===== config.mk =====
export PLATFORM = sky130hd
export DESIGN_NAME = btn_conditioner_flat
export DESIGN_NICKNAME = d
export VERILOG_FILES = /design/src/rtl/btn_conditioner_if.sv /design/src/rtl/btn_conditioner.sv /design/src/flat_wrapper.sv
export SDC_FILE = /design/constraint.sdc
export NUM_CORES = 1
export LEC_CHECK = 0
export CORE_ASPECT_RATIO = 1.4
export CORE_MARGIN = 3
export CORE_UTILIZATION = 40
export DETAILED_ROUTE_END_ITERATION = 8
export HOLD_SLACK_MARGIN = 0.02
export SKIP_CTS_REPAIR_TIMING = 1
export SYNTH_ARGS = -nofsm -noshare
export SYNTH_HDL_FRONTEND = slang
export SYNTH_SLANG_ARGS = --single-unit

===== constraint.sdc =====
create_clock -name clk -period 2.6 [get_ports clk]
set_input_delay 0.26 -clock clk [delete_from_list [all_inputs] [get_ports clk]]
set_output_delay 0.26 -clock clk [all_outputs]
set_load 0.01 [all_outputs]

===== src/rtl/btn_conditioner_if.sv =====
// Button bundle between the board pins and core.
// The board/bench side uses the master modport. The conditioner uses the slave modport.
interface btn_conditioner_if #(
    parameter int NBTN = 5
);
    logic [NBTN-1:0] btn_raw;   // raw pin levels, 1 = pressed
    logic [NBTN-1:0] btn;       // debounced levels
    logic [NBTN-1:0] btn_dn;    // press / repeat strobes
    logic [NBTN-1:0] btn_up;    // release strobes

    modport master (
        output btn_raw,
        input  btn,
        input  btn_dn,
        input  btn_up
    );

    modport slave (
        input  btn_raw,
        output btn,
        output btn_dn,
        output btn_up
    );
endinterface


===== src/rtl/btn_conditioner.sv =====
// btn_conditioner: synchronises, debounces and edge-detects NBTN push-buttons.
// Each button has its own channel, made of three parts:
//   - a 2-flop synchroniser,
//   - a debounce counter,
//   - a small IDLE/PRESS(/HOLD) state machine that drives the registered
//     press and release strobes.
// Optional feature: define BTN_REPEAT_EN to add auto-repeat btn_dn strobes
// while a button is held. The repeat counter and the HOLD state exist only
// in that build.
module btn_conditioner #(
    parameter int NBTN       = 5,
    parameter int DB_CYCLES  = 400000,
    parameter int RPT_DELAY  = 20000000,
    parameter int RPT_PERIOD = 4000000
) (
    input  logic             clk,
    input  logic             rst,   // asynchronous, active-low
    btn_conditioner_if.slave bus
);
    localparam int DBW = $clog2(DB_CYCLES + 1);

`ifdef BTN_REPEAT_EN
    localparam int RPT_MAX = (RPT_DELAY > RPT_PERIOD) ? RPT_DELAY : RPT_PERIOD;
    localparam int RPW     = $clog2(RPT_MAX + 1);
    typedef enum logic [1:0] {IDLE, PRESS, HOLD} state_t;
`else
    typedef enum logic [0:0] {IDLE, PRESS} state_t;
`endif

    // Zero-length windows would make the compare-and-clear counters meaningless.
    if (DB_CYCLES < 1 || RPT_DELAY < 1 || RPT_PERIOD < 1) begin : g_param_check
        $error("btn_conditioner: DB_CYCLES, RPT_DELAY and RPT_PERIOD must all be >= 1");
    end

    logic [NBTN-1:0] btn_w;
    logic [NBTN-1:0] btn_dn_w;
    logic [NBTN-1:0] btn_up_w;

    for (genvar gi = 0; gi < NBTN; gi++) begin : g_chan
        logic           sync1_q;
        logic           s_q;
        logic           btn_q;
        logic           dn_q;
        logic           up_q;
        logic [DBW-1:0] dbc_q;
        logic           mismatch;
        logic           accept;
        state_t         state_q;
`ifdef BTN_REPEAT_EN
        logic [RPW-1:0] rpc_q;
`endif

        // The synchronised level differs from the accepted one.
        // accept is high on the cycle that difference becomes the new level.
        assign mismatch = (s_q != btn_q);
        assign accept   = mismatch && (dbc_q == DBW'(DB_CYCLES - 1));

        // Two-flop synchroniser for the asynchronous pin.
        always_ff @(posedge clk or negedge rst) begin
            if (!rst) begin
                sync1_q <= 1'b0;
                s_q     <= 1'b0;
            end else begin
                sync1_q <= bus.btn_raw[gi];
                s_q     <= sync1_q;
            end
        end

        // Debounce: count consecutive mismatching cycles.
        // Any cycle that agrees with the accepted level restarts the count.
        always_ff @(posedge clk or negedge rst) begin
            if (!rst) begin
                btn_q <= 1'b0;
                dbc_q <= '0;
            end else if (!mismatch) begin
                dbc_q <= '0;
            end else if (accept) begin
                btn_q <= s_q;
                dbc_q <= '0;
            end else begin
                dbc_q <= dbc_q + DBW'(1);
            end
        end

        // Press/hold state machine.
        // Its strobes are registered, so they line up with the btn_q change.
        // An accepted fall always wins over a repeat due in the same cycle.
        always_ff @(posedge clk or negedge rst) begin
            if (!rst) begin
                state_q <= IDLE;
                dn_q    <= 1'b0;
                up_q    <= 1'b0;
`ifdef BTN_REPEAT_EN
                rpc_q   <= '0;
`endif
            end else begin
                dn_q <= 1'b0;
                up_q <= 1'b0;
                case (state_q)
                    IDLE: begin
                        if (accept && s_q) begin
                            state_q <= PRESS;
                            dn_q    <= 1'b1;
`ifdef BTN_REPEAT_EN
                            rpc_q   <= '0;
`endif
                        end
                    end
                    PRESS: begin
                        if (accept && !s_q) begin
                            state_q <= IDLE;
                            up_q    <= 1'b1;
                        end
`ifdef BTN_REPEAT_EN
                        else if (rpc_q == RPW'(RPT_DELAY - 1)) begin
                            state_q <= HOLD;
                            dn_q    <= 1'b1;
                            rpc_q   <= '0;
                        end else begin
                            rpc_q   <= rpc_q + RPW'(1);
                        end
`endif
                    end
`ifdef BTN_REPEAT_EN
                    HOLD: begin
                        if (accept && !s_q) begin
                            state_q <= IDLE;
                            up_q    <= 1'b1;
                        end else if (rpc_q == RPW'(RPT_PERIOD - 1)) begin
                            dn_q    <= 1'b1;
                            rpc_q   <= '0;
                        end else begin
                            rpc_q   <= rpc_q + RPW'(1);
                        end
                    end
`endif
                    default: state_q <= IDLE;
                endcase
            end
        end

        assign btn_w[gi]    = btn_q;
        assign btn_dn_w[gi] = dn_q;
        assign btn_up_w[gi] = up_q;
    end

    assign bus.btn    = btn_w;
    assign bus.btn_dn = btn_dn_w;
    assign bus.btn_up = btn_up_w;
endmodule

===== src/flat_wrapper.sv =====
// flat-port wrapper written by rule: the top's interface ports become plain ports
module btn_conditioner_flat 
#(
    parameter int NBTN       = 5,
    parameter int DB_CYCLES  = 400000,
    parameter int RPT_DELAY  = 20000000,
    parameter int RPT_PERIOD = 4000000
)
  (clk, rst, bus_btn_raw, bus_btn, bus_btn_dn, bus_btn_up);
  btn_conditioner_if #(.NBTN(NBTN)) bus_i ();
  input  logic clk;
  input  logic rst;
  input wire logic [$bits(bus_i.btn_raw)-1:0] bus_btn_raw;
  output wire logic [$bits(bus_i.btn)-1:0] bus_btn;
  output wire logic [$bits(bus_i.btn_dn)-1:0] bus_btn_dn;
  output wire logic [$bits(bus_i.btn_up)-1:0] bus_btn_up;
  assign bus_i.btn_raw = bus_btn_raw;
  assign bus_btn = bus_i.btn;
  assign bus_btn_dn = bus_i.btn_dn;
  assign bus_btn_up = bus_i.btn_up;
  btn_conditioner #(.NBTN(NBTN), .DB_CYCLES(DB_CYCLES), .RPT_DELAY(RPT_DELAY), .RPT_PERIOD(RPT_PERIOD)) u_core (.clk(clk), .rst(rst), .bus(bus_i));
endmodule

==> impl_metrics.prom <==
# TYPE chip_impl_metric gauge
chip_impl_metric{name="clk_pin_slew_worst_paths",unit="ns"} 0.05
chip_impl_metric{name="grt_pass1_wl",unit="µm"} 20100
chip_impl_metric{name="layout-drive-gt1-share",unit=""} 0.0935
chip_impl_metric{name="fmaxAchievable",unit="MHz"} 478
chip_impl_metric{name="synth-warning-count",unit=""} 0
chip_impl_metric{name="grt_start_max_net_pins",unit=""} 78
chip_impl_metric{name="worst-r2r-cell-count",unit=""} 6
chip_impl_metric{name="fp.dieW",unit="µm"} 108
chip_impl_info{name="status",value="finished, final reports clean"} 1
chip_impl_info{name="worstPathCellList",value="ha_1 > and4_1 > nand3_2 > o41ai_4 > buf_4 > nor2_1"} 1
chip_impl_metric{name="placed_cells",unit=""} 755
chip_impl_metric{name="synth.net_count",unit=""} 577
chip_impl_metric{name="leakage",unit="nW"} 2.68
chip_impl_metric{name="clock-sinks",unit=""} 120
chip_impl_info{name="tritoncts",value="done"} 1
chip_impl_metric{name="gpl.final_weighted_congestion",unit=""} 0.815
chip_impl_info{name="crit-reg2reg-launch",value="u_core.g_chan[2].dbc_q[0]"} 1
chip_impl_metric{name="first_global_vias",unit=""} 4300
chip_impl_info{name="timing_worst_setup_path_type",value="flip-flop to flip-flop"} 1
chip_impl_info{name="root_buffer",value="sky130_fd_sc_hd__clkbuf_16"} 1
chip_impl_metric{name="async_flop_share",unit=""} 1.00
chip_impl_metric{name="netlist_area",unit="mm²"} 0.00581
chip_impl_metric{name="grt_antenna_before_repair",unit=""} 0
chip_impl_metric{name="hold-worst-slack",unit="ns"} 0.294
chip_impl_metric{name="groute.usage.overall",unit=""} 0.155
chip_impl_metric{name="cts_made_buffers",unit=""} 17
chip_impl_metric{name="netlist_instances",unit=""} 565
chip_impl_metric{name="die_height",unit="µm"} 149
chip_impl_metric{name="relSlewSlack",unit=""} 0.582
chip_impl_info{name="timing.hold.worst.class",value="input pin to flip-flop"} 1
chip_impl_info{name="synth_area_leaders",value="sky130_fd_sc_hd__dfrtp_1 52%, sky130_fd_sc_hd__xnor2_1 8.1%, sky130_fd_sc_hd__nor2_1 5.8%"} 1
chip_impl_metric{name="diodes",unit=""} 0
chip_impl_info{name="rsz0062_at_grt",value="no"} 1
chip_impl_metric{name="synthToLayoutAreaGrowth",unit="%"} 16.0
chip_impl_metric{name="global_route.overflow_total",unit=""} 0
chip_impl_metric{name="worst_ep_required_time",unit="ns"} 2.89
chip_impl_metric{name="route.detailed.vias_per_inst",unit=""} 5.32
chip_impl_info{name="synth_commonest_cells",value="120 x sky130_fd_sc_hd__dfrtp_1, 90 x sky130_fd_sc_hd__nor2_1, 54 x sky130_fd_sc_hd__xnor2_1, 35 x sky130_fd_sc_hd__nand3_1, 30 x sky130_fd_sc_hd__nand2_1"} 1
chip_impl_metric{name="synth.lib_cells_used.distinct",unit=""} 46
chip_impl_metric{name="design.final.nets",unit=""} 602
chip_impl_metric{name="critical_path.max_stage_delay",unit="ns"} 0.57
chip_impl_metric{name="drt_drc_violations_left",unit=""} 0
chip_impl_metric{name="start_util",unit=""} 0.414
chip_impl_metric{name="htree_num_levels",unit=""} 4
chip_impl_metric{name="maxCapViolations",unit=""} 0
chip_impl_metric{name="r2r_slack",unit="ns"} 0.51
chip_impl_metric{name="power_per_cell_area",unit="mW/mm²"} 628
chip_impl_metric{name="share_of_synthesized_area_occupied_by_flip_flops_and_latches",unit=""} 0.517
chip_impl_metric{name="final.setup.tns",unit="ns"} 0
chip_impl_metric{name="postRouteAntennaNets",unit=""} 0
chip_impl_metric{name="vias",unit=""} 4174
chip_impl_metric{name="post-route-period-util",unit=""} 0.805
chip_impl_metric{name="buffer_ports.inserted",unit=""} 21
chip_impl_metric{name="drt-pass1-iter-count",unit=""} 6
chip_impl_metric{name="io_pins",unit=""} 22
chip_impl_metric{name="synth-edff-count",unit=""} 0
chip_impl_metric{name="maxSlewViolCount",unit=""} 0
chip_impl_info{name="synth.largest_area_cell",value="sky130_fd_sc_hd__dfrtp_1"} 1
chip_impl_metric{name="max_clock_buf_depth",unit=""} 2
chip_impl_metric{name="hold_viol_final",unit=""} 0
chip_impl_info{name="crit_path_start_kind",value="flip-flop"} 1
chip_impl_info{name="yosys.cell_count.top_type",value="sky130_fd_sc_hd__dfrtp_1"} 1
chip_impl_info{name="cp_slowest_cell",value="sky130_fd_sc_hd__o41ai_4"} 1
chip_impl_metric{name="dp_hpwl",unit="µm"} 7770
chip_impl_metric{name="number_of_violations_reported_at_the_end_of_detailed_routing_iteration_0",unit=""} 158
chip_impl_info{name="critical_path.top_delay_family",value="compound AO/OA/AOI/OAI gates"} 1
chip_impl_metric{name="measured_slew_at_the_worst_slew_check_pin",unit="ns"} 0.622
chip_impl_metric{name="cp.arrival",unit="ns"} 2.38
chip_impl_metric{name="post_drt_wl_per_cell",unit="µm"} 14.3
chip_impl_metric{name="floorplan.rows",unit=""} 51
chip_impl_metric{name="mean_syn_cell_area",unit="µm²"} 10.3
chip_impl_info{name="worst_hold_startpoint",value="bus_btn_raw[0]"} 1
chip_impl_metric{name="period_needed",unit="ns"} 2.09
chip_impl_metric{name="nFillCells",unit=""} 1315
chip_impl_metric{name="worst_hold_path.num_cells",unit=""} 1
chip_impl_info{name="end_kind",value="flip-flop"} 1
chip_impl_metric{name="floorplan.die_area",unit="mm²"} 0.0160
chip_impl_info{name="hold-path-endpoint",value="u_core.g_chan[0].sync1_q"} 1
chip_impl_metric{name="postSynthRegisterBits",unit=""} 120
chip_impl_metric{name="synthDominantCellAreaShare",unit=""} 0.517
chip_impl_metric{name="drt-total-wl",unit="µm"} 11200
chip_impl_metric{name="cp_num_buf_inv",unit=""} 1
chip_impl_metric{name="totalPowerFinal",unit="mW"} 4.23
chip_impl_metric{name="critical_path.max_fanout",unit=""} 11
chip_impl_info{name="crit-reg2reg-capture",value="u_core.g_chan[2].dbc_q[4]"} 1
chip_impl_metric{name="fp.coreArea",unit="mm²"} 0.0140
chip_impl_metric{name="peakVddDrop",unit="mV"} 0.411
chip_impl_info{name="synth_top_flop_cell",value="sky130_fd_sc_hd__dfrtp_1"} 1
chip_impl_metric{name="worst_skew_late_latency",unit="ns"} 0.40
chip_impl_metric{name="clock-skew-final",unit="ns"} 0.00996
chip_impl_metric{name="layoutNonFillerInstCount",unit=""} 784
chip_impl_metric{name="setup_violations",unit=""} 0
chip_impl_metric{name="final_core_util",unit=""} 0.480
## per-stage QoR
step                setup slack [ns]  cell area [µm²]
detailed placement             0.536             6170
floorplan                      0.658             5810
global placement               0.601             6170
CTS                            0.496             6730
global route                   0.362             6740
finish                         0.508             6740
## worst max-delay path by stage
stage	start	end	slack, ns	cells past startpoint
6_report	u_core.g_chan[2].dbc_q[0]	u_core.g_chan[2].dbc_q[4]	0.51	6
5_1_grt	u_core.g_chan[2].dbc_q[0]	u_core.g_chan[2].dbc_q[4]	0.36	6
4_1_cts	u_core.g_chan[2].dbc_q[0]	u_core.g_chan[2].dbc_q[4]	0.50	6
3_5_place_dp	u_core.g_chan[2].dbc_q[0]	u_core.g_chan[2].dbc_q[4]	0.54	6
3_3_place_gp	u_core.g_chan[2].dbc_q[0]	flip-flop	0.60	5
2_1_floorplan	u_core.g_chan[2].dbc_q[0]	flip-flop	0.66	5
## where the power goes
group	switching, mW	internal (mW)
Sequential	0.0286	1.90
Clock	0.741	1.44
Combinational	0.0757	0.0452
## layout by cell type, fill, tap and decap left out, drive strengths merged, types with 5 or more instances in the layout
cell type      count
dfrtp            120
nor2              90
xnor2             54
nand3             36
nand2             31
xor2              27
nand4             27
nor3              25
clkbuf            25
nor4              23
clkdlybuf4s50     20
and3              11
buf               11
nor3b             10
and4               9
o21ai              9
inv                7
or3                7
a21oi              6
or4                6
and2               5
ha                 5
mux2               5
## routing by layer
| metal | share of wire | vias to the layer above | track usage |
|---|---|---|---|
| met5 | 0 | - | 0 |
| met4 | 0.017 | 0 | 0.0575 |
| met3 | 0.034 | 19 | 0.0413 |
| met2 | 0.52 | 65 | 0.259 |
| met1 | 0.43 | 2055 | 0.191 |
| li1 | - | 2035 | - |
## flip-flops by register name, indices dropped and copies added (netlist names), named ones only
register	cells
u_core.g_chan.dbc_q	95
u_core.g_chan.dn_q	5
u_core.g_chan.s_q	5
u_core.g_chan.sync1_q	5
u_core.g_chan.up_q	5
## cell families after synthesis
kind of cell	after synthesis	share of synthesized area
DFF	120	0.517
AOI/OAI and AO/OA	24	0.0297
muxes	7	0.0144
adders and majority gates	5	0.0108
xor gates and xnor gates	81	0.122
buffers and inverters	33	0.0325
and+or+nand+nor	295	0.273
## cell type report
| type | count | area (µm²) | share of cell area |
|---|---|---|---|
| multi-input combinational | 412 | 2620 | 0.388 |
| timing repair buffer | 32 | 305 | 0.0453 |
| clock inverter | 3 | 40.0 | 0.00594 |
| sequential | 120 | 3000 | 0.446 |
| clock buffer | 25 | 515 | 0.0765 |
| tap | 185 | 231 | 0.0344 |
| inverter | 7 | 26.3 | 0.00390 |
Power figures use the tool's default switching activity.
